<file path="src/rtl/dmem_arbiter_pkg.sv">
// dmem_arb_pkg: shared types and constants for the data-memory arbiter.
//   arb_state_t - arbiter FSM states (encoding 3 is unused, decodes as S_CORE)
//   FUNCT3_WORD - access size used for every external-master beat
package dmem_arb_pkg;

    typedef enum logic [1:0] {
        S_CORE  = 2'd0,
        S_DRAIN = 2'd1,
        S_EXT   = 2'd2
    } arb_state_t;

    localparam logic [2:0] FUNCT3_WORD = 3'b010;

endpackage

</file>
<file path="src/rtl/dmem_arbiter_down_counter.sv">
// arb_down_counter: loadable down counter that saturates at zero.
//   clk, reset - clock, synchronous active-high reset (count clears to 0)
//   load       - load load_val (has priority over dec)
//   load_val   - value to load
//   dec        - decrement by one, ignored once the count is zero
//   zero       - count is zero
module arb_down_counter #(
    parameter int W = 2
) (
    input  logic         clk,
    input  logic         reset,
    input  logic         load,
    input  logic [W-1:0] load_val,
    input  logic         dec,
    output logic         zero
);

    logic [W-1:0] cnt;

    always_ff @(posedge clk) begin
        if (reset)
            cnt <= '0;
        else if (load)
            cnt <= load_val;
        else if (dec && cnt != '0)
            cnt <= cnt - 1'b1;
    end

    assign zero = (cnt == '0);

endmodule

</file>
<file path="src/rtl/dmem_arbiter.sv">
// dmem_arbiter: shares the single-ported data memory between the MEM stage
// and an external master. Core accesses pass through combinationally and
// always win. External beats use idle core cycles; a starved master forces a
// drain (core_hold) followed by a bounded external burst.
//   core_*   - MEM-stage request, core_rdata mirrors mem_rdata
//   core_hold- registered stall request for PC fetch (high in S_DRAIN/S_EXT)
//   ext_*    - external master port; ext_gnt combinational, read data one
//              cycle after a granted read beat
//   mem_*    - to/from datamemory (mem_rdata combinational)
//   proto_err- sticky: core touched memory while the burst owned it
//   arb_state- current state for debug
module dmem_arbiter
    import dmem_arb_pkg::*;
#(
    parameter int DM_ADDRESS = 9,
    parameter int DATA_W     = 32,
    parameter int STARVE_MAX = 8,
    parameter int DRAIN_CYC  = 3,
    parameter int BURST_MAX  = 4
) (
    input  logic                  clk,
    input  logic                  reset,
    input  logic                  core_rd,
    input  logic                  core_wr,
    input  logic [DM_ADDRESS-1:0] core_addr,
    input  logic [DATA_W-1:0]     core_wdata,
    input  logic [2:0]            core_funct3,
    output logic [DATA_W-1:0]     core_rdata,
    output logic                  core_hold,
    input  logic                  ext_req,
    input  logic                  ext_we,
    input  logic [DM_ADDRESS-1:0] ext_addr,
    input  logic [DATA_W-1:0]     ext_wdata,
    output logic                  ext_gnt,
    output logic                  ext_rvalid,
    output logic [DATA_W-1:0]     ext_rdata,
    output logic                  mem_rd,
    output logic                  mem_wr,
    output logic [DM_ADDRESS-1:0] mem_addr,
    output logic [DATA_W-1:0]     mem_wdata,
    output logic [2:0]            mem_funct3,
    input  logic [DATA_W-1:0]     mem_rdata,
    output logic                  proto_err,
    output logic [1:0]            arb_state
);

    localparam int SW = $clog2(STARVE_MAX + 1);
    localparam int BW = $clog2(BURST_MAX + 1);
    localparam int DW = (DRAIN_CYC > 1) ? $clog2(DRAIN_CYC) : 1;

    localparam logic [SW-1:0] STARVE_LAST = SW'(STARVE_MAX - 1);
    localparam logic [BW-1:0] BEAT_LAST   = BW'(BURST_MAX - 1);
    localparam logic [DW-1:0] DRAIN_LOAD  = DW'(DRAIN_CYC - 1);

    logic [1:0]    state_q;
    arb_state_t    st, st_nxt;
    logic [SW-1:0] starve_cnt, starve_nxt;
    logic [BW-1:0] beat_cnt, beat_nxt;
    logic          drain_load, drain_dec, drain_zero;
    logic          core_acc;

    // Unused encoding folds back to S_CORE.
    always_comb begin
        case (state_q)
            2'd1:    st = S_DRAIN;
            2'd2:    st = S_EXT;
            default: st = S_CORE;
        endcase
    end

    assign arb_state  = st;
    assign core_acc   = core_rd | core_wr;
    assign core_rdata = mem_rdata;
    assign ext_gnt    = ext_req & ~core_acc & (st != S_DRAIN) & ~reset;

    // Memory mux: ext only when granted, otherwise the core inputs pass
    // through (with no core access that leaves rd/wr low).
    always_comb begin
        mem_rd     = core_rd;
        mem_wr     = core_wr;
        mem_addr   = core_addr;
        mem_wdata  = core_wdata;
        mem_funct3 = core_funct3;
        if (ext_gnt) begin
            mem_rd     = ~ext_we;
            mem_wr     = ext_we;
            mem_addr   = ext_addr;
            mem_wdata  = ext_wdata;
            mem_funct3 = FUNCT3_WORD;
        end
    end

    always_comb begin
        st_nxt     = st;
        starve_nxt = starve_cnt;
        beat_nxt   = beat_cnt;
        drain_load = 1'b0;
        drain_dec  = 1'b0;
        case (st)
            S_CORE: begin
                if (ext_req && !ext_gnt) begin
                    starve_nxt = starve_cnt + 1'b1;
                    if (starve_cnt == STARVE_LAST) begin
                        st_nxt     = S_DRAIN;
                        drain_load = 1'b1;
                    end
                end else begin
                    starve_nxt = '0;
                end
            end
            S_DRAIN: begin
                drain_dec = 1'b1;
                if (drain_zero) begin
                    st_nxt   = S_EXT;
                    beat_nxt = '0;
                end
            end
            default: begin
                if (ext_gnt)
                    beat_nxt = beat_cnt + 1'b1;
                // Burst ends on the last allowed beat or as soon as the
                // master stops asking.
                if ((ext_gnt && beat_cnt == BEAT_LAST) || !ext_req) begin
                    st_nxt     = S_CORE;
                    starve_nxt = '0;
                end
            end
        endcase
    end

    arb_down_counter #(.W(DW)) u_drain_cnt (
        .clk      (clk),
        .reset    (reset),
        .load     (drain_load),
        .load_val (DRAIN_LOAD),
        .dec      (drain_dec),
        .zero     (drain_zero)
    );

    always_ff @(posedge clk) begin
        if (reset) begin
            state_q    <= S_CORE;
            starve_cnt <= '0;
            beat_cnt   <= '0;
            core_hold  <= 1'b0;
            ext_rvalid <= 1'b0;
            ext_rdata  <= '0;
            proto_err  <= 1'b0;
        end else begin
            state_q    <= st_nxt;
            starve_cnt <= starve_nxt;
            beat_cnt   <= beat_nxt;
            core_hold  <= (st_nxt != S_CORE);
            ext_rvalid <= ext_gnt & ~ext_we;
            if (ext_gnt && !ext_we)
                ext_rdata <= mem_rdata;
            if (core_acc && st == S_EXT)
                proto_err <= 1'b1;
        end
    end

endmodule

</file>
<file path="config.mk">
export PLATFORM = sky130hd
export DESIGN_NAME = dmem_arbiter
export DESIGN_NICKNAME = d
export VERILOG_FILES = /design/src/rtl/dmem_arbiter_pkg.sv /design/src/rtl/dmem_arbiter_down_counter.sv /design/src/rtl/dmem_arbiter.sv
export SDC_FILE = /design/constraint.sdc
export NUM_CORES = 1
export LEC_CHECK = 0
export ABC_AREA = 0
export CAP_MARGIN = 20
export CORE_MARGIN = 10
export CORE_UTILIZATION = 32
export DETAILED_ROUTE_END_ITERATION = 8
export PLACE_DENSITY = 0.8
export REMOVE_ABC_BUFFERS = 1
export SYNTH_ARGS = -nofsm -noshare
export SYNTH_HDL_FRONTEND = slang
export SYNTH_SLANG_ARGS = --single-unit
</file>
<file path="constraint.sdc">
create_clock -name clk -period 3 [get_ports clk]
set_input_delay 0.6 -clock clk [delete_from_list [all_inputs] [get_ports clk]]
set_output_delay 0.6 -clock clk [all_outputs]
set_load 0.01 [all_outputs]
</file>
**Word level (Yosys, flattened, before mapping)**

Cells that the tools add are included.

- Flip-flop bits (word level): 46
- Input bits: 123
- Output and inout port bits: 116
- Logic and storage cells: 72

- Add/sub/neg operators: 3
- Equality and inequality tests: 8
- Muxes and demuxes: 23
- Bitwise gates (word level): 10
- Reduce and logical (&&, ||, !) cells: 19

Operator list:

| kind | count |
|---|---|
| 32-bit two-way mux | 1 |
| 2-bit two-way mux | 6 |
| 2-bit nonzero test | 5 |
| 3-bit two-way mux | 3 |
| 9-bit two-way mux | 1 |
| 4-bit two-way mux | 2 |
| 2-bit case mux with 2 select lines | 2 |
| 4-bit case mux with 2 select lines | 1 |
| 1-bit two-way mux | 6 |
| 3-bit case mux with 2 select lines | 1 |
| 1-bit logical AND | 5 |
| 1-bit inverter | 5 |
| 4-bit by 1-bit adder with 4-bit output (second input constant) | 1 |
| 1-bit AND | 4 |
| 2-bit by 1-bit equality test with 1-bit output (second input constant) | 2 |
| 2-bit equality test (second input constant) | 2 |
| 4-bit by 3-bit equality test with 1-bit output (second input constant) | 1 |
| 2-bit logical NOT | 2 |
| 3-bit by 1-bit adder with 3-bit output (second input constant) | 1 |
| 3-bit by 2-bit equality test with 1-bit output (second input constant) | 1 |
| 1-bit logical NOT | 3 |
| 3-bit AND reduction | 1 |
| 2-bit by 1-bit inequality test with 1-bit output (second input constant) | 1 |
| 2-bit inequality test (second input constant) | 1 |
| other kinds (5) | 5 |

**Longest topological paths before layout**

- Word-level depth: 10
- Gate-level depth with buffers: 8
- Depth with buffers taken out: 6

**Modules after synthesis**

A second synthesis with hierarchy kept.

- Cell total of the unflattened synthesis: 278
- Area total of the unflattened synthesis: 2677.6 um^2

Modules (own cells, without submodules):

| module | instances | cells each | area each (um^2) | sequential area each (um^2) |
|---|---|---|---|---|
| dmem_arbiter | 1 | 264 | 2551.2 | 880.8 |
| arb_down_counter | 1 | 14 | 126.4 | 40.0 |

**Worst setup path after synthesis**

OpenSTA, ideal clock, no wires.

- Path kind: input port to output port
- From: in reset
- To: out mem_addr[0]
- Data arrival time: 1.891 ns
- Slack: 0.509 ns
- Stages on the path: 6
- Cells stage by stage: buf_6 -> nor4_4 -> nand2_2 -> buf_6 -> buf_2 -> mux2_2

- Longest elaborated chain between the ends: 3

Ends and longest elaborated chain:

| item | line | RTL |
|---|---|---|
| start, declared | dmem_arbiter.sv:22 | `input logic reset,` |
| 1-bit inverter | dmem_arbiter.sv:74 | `assign ext_gnt = ext_req & ~core_acc & (st != S_DRAIN) & ~reset;` |
| 1-bit AND | dmem_arbiter.sv:74 |  |
| 9-bit two-way mux | dmem_arbiter.sv:84 | `if (ext_gnt) begin` |
| end, declared | dmem_arbiter.sv:39 | `output logic [DM_ADDRESS-1:0] mem_addr,` |

Every way passes these cells.

**Worst setup path after layout**

- From: in core_wr
- To: out mem_funct3[1]

- Longest elaborated chain between the ends: 6

Ends and longest elaborated chain:

| item | line | RTL |
|---|---|---|
| start, declared | dmem_arbiter.sv:24 | `input logic core_wr,` |
| 1-bit bitwise OR | dmem_arbiter.sv:72 | `assign core_acc = core_rd \| core_wr;` |
| 1-bit inverter | dmem_arbiter.sv:74 |  |
| 1-bit AND (3 in a row) | dmem_arbiter.sv:74 |  |
| 3-bit two-way mux | dmem_arbiter.sv:84 |  |
| end, declared | dmem_arbiter.sv:41 | `output logic [2:0] mem_funct3,` |

Every way passes these cells.

==> impl_results.md <==
* WS Path Type: in2out
* DR vias at 2764
* Setup violations, final at 0
* Avg Inst Size Synth at between 9 and 10 um^2
* Largest net degree at the start of global routing at 49
* # rows at 33
* Slew @ Worst Pin at 543.8 ps
* Async SR Flop Fraction at 0
* Synthesized cell area at ~2700 um^2
* Die ar. at 12380 um^2
* Fin crit share at 0.9783
* Slowest Stage Delay on Critical Path at 570 ps
* Sink Count at 46
* Post-synth EDFFs at 0
* Cell taking the most area after synthesis: dfxtp_1
* Ys Warns at 0
* Tmin final at 2935 ps
* IO Port Bufs at 238
* Post-Route WL at 11440 um
* Initial Utilization at 0.3261
* Yosys reg bits at 46
* Ports at 239
* Fillers at around 710
* Max-Cap Viols at 0
* Die H at 111.3 um
* Crit-path slowest cell: clkdlybuf4s50_1
* Wirelength per Cell at 19.49 um
* CP endpoint kind: output port
* Vias per cell at between 4 and 5
* Skew final at 8.381 ps
* Sequential share of the synthesized area at 0.3454
* Global-route usage over all layers at 0.1743
* Postcts setup bufs at 0
* Num CTS Buffers at 5
* Clk slew on worst S/H paths at 90 ps
* Sequential cell area at 920.9 um^2
* CP required at about 2400 ps
* CP Cell Sequence: clkdlybuf4s50_1, nor4_4, nand2_2, buf_12, nand2b_1, clkdlybuf4s50_1
* Grt ovf at 0
* Peak supply drop at 168.2 uV
* Predominant post-synthesis flop cell: dfxtp_1
* Initial antenna violation count at 0
* Worst-path fanout max at 48
* Worst Path Arrival at ~2300 ps
* Clk root buf: clkbuf_8
* Clock latency on the worst-skew pair at about 290 ps
* Power, Total at 0.001549 W
* Layout Nets at 612
* Status: finished, final reports clean
* Multi-input combinational cell area at 1389 um^2
* Slew HR at 0.6341
* Synth top area cells: dfxtp_1 (35%), mux2_2 (17%), mux2i_1 (13%)
* Area grow syn2layout at 86.77%
* Final Max Slew Viols at 0
* Share of post-route cells with drive strength above 1 at 0.1183
* Yosys cell types at 34
* Startpoint types: input port
* Die boundary width at around 110 um
* Hold Buf Count CTS at 0
* Hold_ws at ~470 ps
* Most Frequent Cell on Critical Path: clkdlybuf4s50_1
* HPWL after DPL at 10060 um
* CTS tree: done
* DRT Pass-1 Iters at 5
* Top-area cell type share of the netlist area at 0.3454
* Synth Instances at 277
* Vias in the first global route at 2983
* F_max at about 0.34 GHz
* PD cells at 311.0 nW/um^2
* Utilization after layout at 0.6091
* Ant. Diodes at 0
* Hold Crit Class: reg2reg
* Leakage power at 2.190 nW
* DRC violations left at 0
* Final hold violations at 0
* RSZ-0062 raised after global routing: no
* Post-DRT Antenna Nets at 0
* First DRT Iteration DRCs at 79
* GP Congestion at 0.8538
* Placeable Area at around 8200 um^2
* Bufs on Longest Clock Path at 2
* First-pass GRT wire length at around 17000 um
* H-Tree Depth at 2
[what timing repair did]
action,CTS,global route
setup endpoints to repair,42,8
resized for setup,42,3
pin swaps,0,1
[sequential cells by signal, summed over array words and instances (netlist names)]
| register | count |
|---|---|
| beat_cnt | 3 |
| core_hold | 1 |
| ext_rvalid | 1 |
| proto_err | 1 |
| ext_rdata | 32 |
| starve_cnt | 4 |
| u_drain_cnt.cnt | 2 |
| state_q | 2 |
[power by group]
group / switching, W / internal [W] / total [W] / leakage (nW)
sequential: 0.00000818 / 0.000623 / 0.000631 / 0.371
combinational: 0.000171 / 0.000288 / 0.000459 / 1.76
clock: 0.000209 / 0.000250 / 0.000459 / 0.0585
total: 0.000388 / 0.00116 / 0.00155 / 2.19
[stage by stage]
step	setup slack (ps)	instance area [um^2]	std cells	setup TNS (ps)
3_5_place_dp	-167.0	4912	579	-4289
6_report	65.18	4980	587	0
2_1_floorplan	-406.1	2349	231	-406.1
5_1_grt	3.091	4980	587	0
3_3_place_gp	-171.7	4912	579	-4142
4_1_cts	27.41	4972	587	0
[worst max-delay path, delay by kind of cell]
kind	cells	cell delay, ps
AND/OR/NAND/NOR	3	480
buffers and inverters	3	1240
[placed cells by master, fill, tap and decap left out, types with 6 or more instances in the layout]
master,synthesis,layout
a21oi_1,10,10
dlygate4sd2_1,0,42
nand2_1,7,7
clkdlybuf4s50_1,0,194
dfxtp_1,46,46
mux2i_1,34,34
o21ai_0,6,6
inv_1,11,11
ha_1,8,7
nor2_1,37,37
mux2_2,41,41
[cell families (layout without fill, tap and decap cells)]
kind of cell | Yosys count | after routing | share of synthesized area
AO/OA/AOI/OAI | 26 | 26 | 0.06242
XOR/XNOR | 1 | 1 | 0.003285
multiplexers | 75 | 75 | 0.3008
AND/OR/NAND/NOR | 64 | 64 | 0.1159
adder cells (fa/ha/maj) | 8 | 8 | 0.03754
flip-flops | 46 | 46 | 0.3454
buffers and inverters | 57 | 262 | 0.1347
[worst paths after layout]
path	start	endpoint	slack (ps)	cells after the start
setup / recovery	core_wr	mem_funct3[1]	70	6
setup reg to reg	state_q[1]	ext_rdata[7]	950	8
hold / removal	proto_err	proto_err	470	2
hold reg to reg	proto_err	proto_err	470	2
[cells in the mapped netlist (4+ instances only)]
cell and count:
dfxtp_1 46, mux2_2 41, nor2_1 37, mux2i_1 34
buf_4 32, inv_1 11, a21oi_1 10, buf_2 8
ha_1 8, nand2_1 7, o21ai_0 6, clkbuf_1 4
[layout make-up]
| class | instances | share of cell area |
|---|---|---|
| Clock buffer | 5 | 0.01382 |
| Clock inverter | 3 | 0.008794 |
| Inverter | 11 | 0.008291 |
| Multi-Input combinational cell | 174 | 0.2789 |
| Sequential cell | 46 | 0.1849 |
| Tap cell | 105 | 0.02638 |
| Timing Repair Buffer | 243 | 0.4789 |
[routing by layer]
layer | global-route usage | vias to the layer above | routed length, um
met5 | 0 | - | 0
met4 | 0.08055 | 0 | 424
met3 | 0.1120 | 12 | 1607
met2 | 0.3036 | 177 | 5625
met1 | 0.1538 | 1237 | 3781
li1 | - | 1338 | -
Power figures use the tool's default switching activity.
